$ cat src/rtl/ofdm_pkg.sv
// Shared definitions for the OFDM preamble path: step-mode encoding,
// address-generator FSM states and the default preamble length.
package ofdm_pkg;

    localparam logic [1:0] MODE_STEP1 = 2'b00;
    localparam logic [1:0] MODE_STEP2 = 2'b01;
    localparam logic [1:0] MODE_STEP4 = 2'b10;

    localparam int STEP_W         = 3;
    localparam int PREAMBLE_DEPTH = 1648;

    typedef enum logic [0:0] {
        ST_IDLE = 1'b0,
        ST_RUN  = 1'b1
    } state_t;

    // The reserved mode code falls back to unit stride.
    function automatic logic [STEP_W-1:0] step_of(input logic [1:0] mode_code);
        logic [STEP_W-1:0] step_val;
        step_val = 3'd1;
        case (mode_code)
            MODE_STEP2: step_val = 3'd2;
            MODE_STEP4: step_val = 3'd4;
            default:    step_val = 3'd1;
        endcase
        return step_val;
    endfunction

endpackage

$ cat src/rtl/step_wrap_counter.sv
// Modulo-DEPTH counter with a runtime step; wrap flags the value that
// returns the counter to zero on the next advance.
module step_wrap_counter #(
    parameter int WIDTH  = 11,
    parameter int DEPTH  = 1648,
    parameter int STEP_W = 3
) (
    input  logic              clk,
    input  logic              reset_n,
    input  logic              clear,
    input  logic              advance,
    input  logic [STEP_W-1:0] step,
    output logic [WIDTH-1:0]  count,
    output logic              wrap
);

    localparam logic [WIDTH:0] DEPTH_EXT = (WIDTH+1)'(DEPTH);

    logic [WIDTH:0]   step_ext;
    logic [WIDTH:0]   sum;
    logic [WIDTH-1:0] count_reg;

    // One extra bit so that count+step reaching DEPTH == 2^WIDTH cannot alias to 0.
    assign step_ext = {{(WIDTH+1-STEP_W){1'b0}}, step};
    assign sum      = {1'b0, count_reg} + step_ext;
    assign wrap     = (sum == DEPTH_EXT);
    assign count    = count_reg;

    always_ff @(posedge clk or negedge reset_n) begin
        if (!reset_n) begin
            count_reg <= '0;
        end else if (clear) begin
            count_reg <= '0;
        end else if (advance) begin
            count_reg <= wrap ? '0 : sum[WIDTH-1:0];
        end
    end

endmodule

$ cat src/rtl/preamble_addr_gen.sv
// Preamble ROM address generator: walks the ROM with a decimation step,
// repeats the walk rep_num times and flags the final beat with last/done.
module preamble_addr_gen
    import ofdm_pkg::*;
#(
    parameter int ADDR_WIDTH = 11,
    parameter int DEPTH      = PREAMBLE_DEPTH,
    parameter int REP_WIDTH  = 4
) (
    input  logic                  clk,
    input  logic                  reset_n,
    input  logic                  start,
    input  logic [1:0]            mode,
    input  logic [REP_WIDTH-1:0]  rep_num,
    input  logic                  en,
    input  logic                  ready_in,
    output logic [ADDR_WIDTH-1:0] addr,
    output logic                  valid_count,
    output logic                  last,
    output logic                  busy,
    output logic                  done
);

    state_t                  state_reg;
    state_t                  state_next;
    logic [STEP_W-1:0]       step_reg;
    logic [REP_WIDTH-1:0]    rep_r_reg;
    logic [REP_WIDTH-1:0]    rep_reg;
    logic [REP_WIDTH-1:0]    rep_final;
    logic [ADDR_WIDTH-1:0]   cnt;
    logic                    cnt_wrap;
    logic                    accept;
    logic                    final_beat;
    logic                    cnt_clear;
    logic [ADDR_WIDTH-1:0]   addr_reg;
    logic                    valid_reg;
    logic                    last_reg;
    logic                    done_reg;

    step_wrap_counter #(
        .WIDTH  (ADDR_WIDTH),
        .DEPTH  (DEPTH),
        .STEP_W (STEP_W)
    ) u_cnt (
        .clk     (clk),
        .reset_n (reset_n),
        .clear   (cnt_clear),
        .advance (accept),
        .step    (step_reg),
        .count   (cnt),
        .wrap    (cnt_wrap)
    );

    assign rep_final = rep_r_reg - REP_WIDTH'(1);

    always_ff @(posedge clk or negedge reset_n) begin
        if (!reset_n) begin
            state_reg <= ST_IDLE;
        end else begin
            state_reg <= state_next;
        end
    end

    // start wins over a coincident final beat, so a restart never retires.
    always_comb begin
        state_next = state_reg;
        case (state_reg)
            ST_IDLE: if (start) state_next = ST_RUN;
            ST_RUN:  if (!start && final_beat) state_next = ST_IDLE;
            default: state_next = ST_IDLE;
        endcase
    end

    always_comb begin
        accept     = 1'b0;
        final_beat = 1'b0;
        cnt_clear  = 1'b1;
        if (state_reg == ST_RUN) begin
            accept     = en && ready_in && !start;
            final_beat = accept && cnt_wrap && (rep_reg == rep_final);
            cnt_clear  = start;
        end
    end

    // Configuration is only captured on start; mid-run changes are ignored.
    always_ff @(posedge clk or negedge reset_n) begin
        if (!reset_n) begin
            step_reg  <= STEP_W'(1);
            rep_r_reg <= REP_WIDTH'(1);
        end else if (start) begin
            step_reg  <= step_of(mode);
            rep_r_reg <= (rep_num == '0) ? REP_WIDTH'(1) : rep_num;
        end
    end

    always_ff @(posedge clk or negedge reset_n) begin
        if (!reset_n) begin
            rep_reg <= '0;
        end else if (cnt_clear || final_beat) begin
            rep_reg <= '0;
        end else if (accept && cnt_wrap) begin
            rep_reg <= rep_reg + REP_WIDTH'(1);
        end
    end

    always_ff @(posedge clk or negedge reset_n) begin
        if (!reset_n) begin
            addr_reg  <= '0;
            valid_reg <= 1'b0;
            last_reg  <= 1'b0;
            done_reg  <= 1'b0;
        end else begin
            if (accept) addr_reg <= cnt;
            valid_reg <= accept;
            last_reg  <= final_beat;
            done_reg  <= final_beat;
        end
    end

    assign addr        = addr_reg;
    assign valid_count = valid_reg;
    assign last        = last_reg;
    assign done        = done_reg;
    assign busy        = (state_reg == ST_RUN);

endmodule
$ cat config.mk
export PLATFORM = sky130hd
export DESIGN_NAME = preamble_addr_gen
export DESIGN_NICKNAME = d
export VERILOG_FILES = /design/src/rtl/ofdm_pkg.sv /design/src/rtl/step_wrap_counter.sv /design/src/rtl/preamble_addr_gen.sv
export SDC_FILE = /design/constraint.sdc
export NUM_CORES = 1
export LEC_CHECK = 0
export CAP_MARGIN = 20
export CORE_ASPECT_RATIO = 1.2
export CORE_UTILIZATION = 47
export CTS_CLUSTER_DIAMETER = 40
export CTS_CLUSTER_SIZE = 16
export DETAILED_ROUTE_END_ITERATION = 12
export DONT_BUFFER_PORTS = 1
export HOLD_SLACK_MARGIN = 0.1
export SLEW_MARGIN = 10
export SYNTH_ARGS = -nofsm -noshare
export SYNTH_HDL_FRONTEND = slang
export SYNTH_SLANG_ARGS = --single-unit
$ cat constraint.sdc
create_clock -name clk -period 3.2 [get_ports clk]
set_input_delay 0.48 -clock clk [delete_from_list [all_inputs] [get_ports clk]]
set_output_delay 0.48 -clock clk [all_outputs]
set_load 0.02 [all_outputs]
==> results.json <==
{
  "finalSetupViolations": 0,
  "crit_type": "reg2reg",
  "detailed_place_hpwl_um": 2749,
  "hold_depth": 1,
  "cp_max_fo": 7,
  "synth_top_area_share_pct": 44.65,
  "dp_slack_ns": 0.4346,
  "finalSetupTns_ns": 0,
  "first_iter_violations": 70,
  "maxCapViolCount": 0,
  "portBuffers": 0,
  "area_delta_synth_final_pct": 7.682,
  "dieWidth_um": 60.13,
  "overflow": 0,
  "grt_pass1_wl_um": 6396,
  "synth-edff-count": 0,
  "dr.pass1.iters": 5,
  "ys_ff_latch": 36,
  "synthCells": 199,
  "routedWlPerCell_um": 14.52,
  "rr_worst_depth": 9,
  "synthFlopType": "dfrtp_1",
  "grt_util_all_layers_pct": 20.18,
  "cts_root_buf": "clkbuf_8",
  "start_util_pct": 48.74,
  "clkTransAtPathRegs_ns": 0.07,
  "routed_wl_um": 3717,
  "grt_pass1_vias": 1440,
  "r2r_slack_ns": 0.41,
  "finalHoldViolCount": 0,
  "coreArea_um2": 3910,
  "place.gp.congestion": 0.8734,
  "r2r-start": "step_reg[0]",
  "cellPowerDensity_nw_per_um2": 448.5,
  "rows": 25,
  "hold_path_class": "in2reg",
  "critPathRequiredTime_ns": 3.42,
  "syn_area_um2": 1906,
  "hold-path-endpoint": "rep_r_reg[0]",
  "peakVddDrop_mv": 0.1860,
  "crit_arrival_ns": 3.01,
  "worstSetupEndpointType": "flip-flop",
  "yosysTopAreaCell": "dfrtp_1",
  "leakagePower_nw": 0.9647,
  "viasPerCell": 5.430,
  "final.setup.worst_slack_ns": 0.4066,
  "synthTopCellsByArea": "dfrtp_1 45%, nand2_1 9.1%, ha_1 4.6%",
  "post_cts_resized": 0,
  "die-area_um2": 4314,
  "status": "finished, final reports clean",
  "start_kind": "flip-flop",
  "drv_slew": 0,
  "worstSetupStartpoint": "step_reg[0]",
  "hold_path.startpoint": "start",
  "htreeDepth": 2,
  "cts_tree": "done",
  "synthTopCellsByCount": "46 x nand2_1, 34 x dfrtp_1, 12 x inv_1",
  "cts_buffers": 5,
  "yosys_warnings": 0,
  "slew_headroom_pct": 43.32,
  "antenna_found_initial": 0,
  "nets": 220,
  "tightestPinTransition_ns": 0.8425,
  "period_share_pct": 87.29,
  "drc": 0,
  "die_y_um": 71.75,
  "max_clock_freq_mhz": 358.0,
  "rsz0062_at_grt": "false",
  "min_period_ns": 2.793,
  "pin_count": 26,
  "synthArstFlopShare_pct": 100.0,
  "syn-num-nets": 218,
  "grt_start_max_net_pins": 37,
  "clkSinkCount": 36,
  "finalClockSkew_ns": 0.007373,
  "nFillCells": 363,
  "clockBufferDepth": 2,
  "dp_cells": 246,
  "drive_above_1_share_pct": 11.39,
  "vias": 1390,
  "insertion_delay_ns": 0.29,
  "synth-seq-area-share_pct": 47.41,
  "yosysMostFrequentCell": "nand2_1",
  "antenna-diode-count": 0,
  "synthDistinctLibCells": 46,
  "rr_endpoint": "rep_reg[2]",
  "avgSynthCellArea_um2": 9.576,
  "fin_cells": 256,
  "detail-route-antenna-nets": 0
}
## final cells by class
type                       instances  area, um2  area share, %
multi-input combinational        143      905.9          44.15
sequential                        36      903.4          44.02
clock buffer                       6      82.58          4.024
tap                               54      67.56          3.293
inverter                          12      45.04          2.195
timing repair buffer               3      37.54          1.829
clock inverter                     2      10.01         0.4878
## worst max-delay path by stage
stage / to / cells after the start
2_1_floorplan: rep_reg[2] / 9
3_3_place_gp: rep_reg[2] / 9
3_5_place_dp: rep_reg[2] / 9
4_1_cts: rep_reg[2] / 9
5_1_grt: rep_reg[2] / 9
6_report: rep_reg[2] / 9
## report_power, final
part	switching, W	internal [W]
combinational	0.0000525	0.0000390
clock	0.000160	0.000172
sequential	0.0000221	0.000475
total	0.000234	0.000686
## logic make-up (layout without fill, tap and decap cells)
logic type      after synthesis  count (layout)  synth area share (%)
fa+ha+maj                     8               8                 5.647
buf+inv                      20              23                 5.056
simple gates                 84              84                 21.34
xor+xnor                     10              10                 4.596
compound gates               35              35                 12.34
mux                           6               6                 3.611
flops                        36              36                 47.41
## metal layers
metal  up-vias  part of all wire, %  global-route usage (%)
met5         -                    0                       0
met4         0                  2.6                   10.59
met3        10                  4.3                   6.679
met2        27                   51                   31.62
met1       675                   42                   24.10
li1        678                    -                       -
## critical path: stages, from the launching register on
cell,delay (ns)
dfstp_2,0.55
ha_1,0.19
inv_1,0.06
fa_1,0.40
xor2_1,0.24
o311a_1,0.21
o211a_1,0.25
nand4_4,0.15
or4b_1,0.53
a21oi_1,0.15
## per-stage QoR
stage	hold WS [ns]	power, W	instance area, um2	util (%)
floorplan	0.1844	0.0005692	1906	-
global placement	0.1852	0.0005809	1929	49.34
detailed placement	0.1853	0.0005853	1929	49.34
CTS	0.2372	0.0009319	2052	52.48
global route	0.2390	0.0009683	2052	52.48
finish	0.2456	0.0009203	2052	52.48
## layout by cell type (no fill, tap or decap), drive strengths merged, types with 5 or more instances in the layout
cell     n
o21ai   11
nor2    10
xnor2    6
dfrtp   34
clkbuf   6
nand3    5
a21oi    9
inv     12
nand2   46
a31oi    6
ha       7
## repair_timing
action / CTS / global route
buffers inserted: 0 / 0
hold buffers: 2 / 0
endpoints found under the hold margin: 36 / 0
Note: power is estimated with default switching activity, not from simulation.
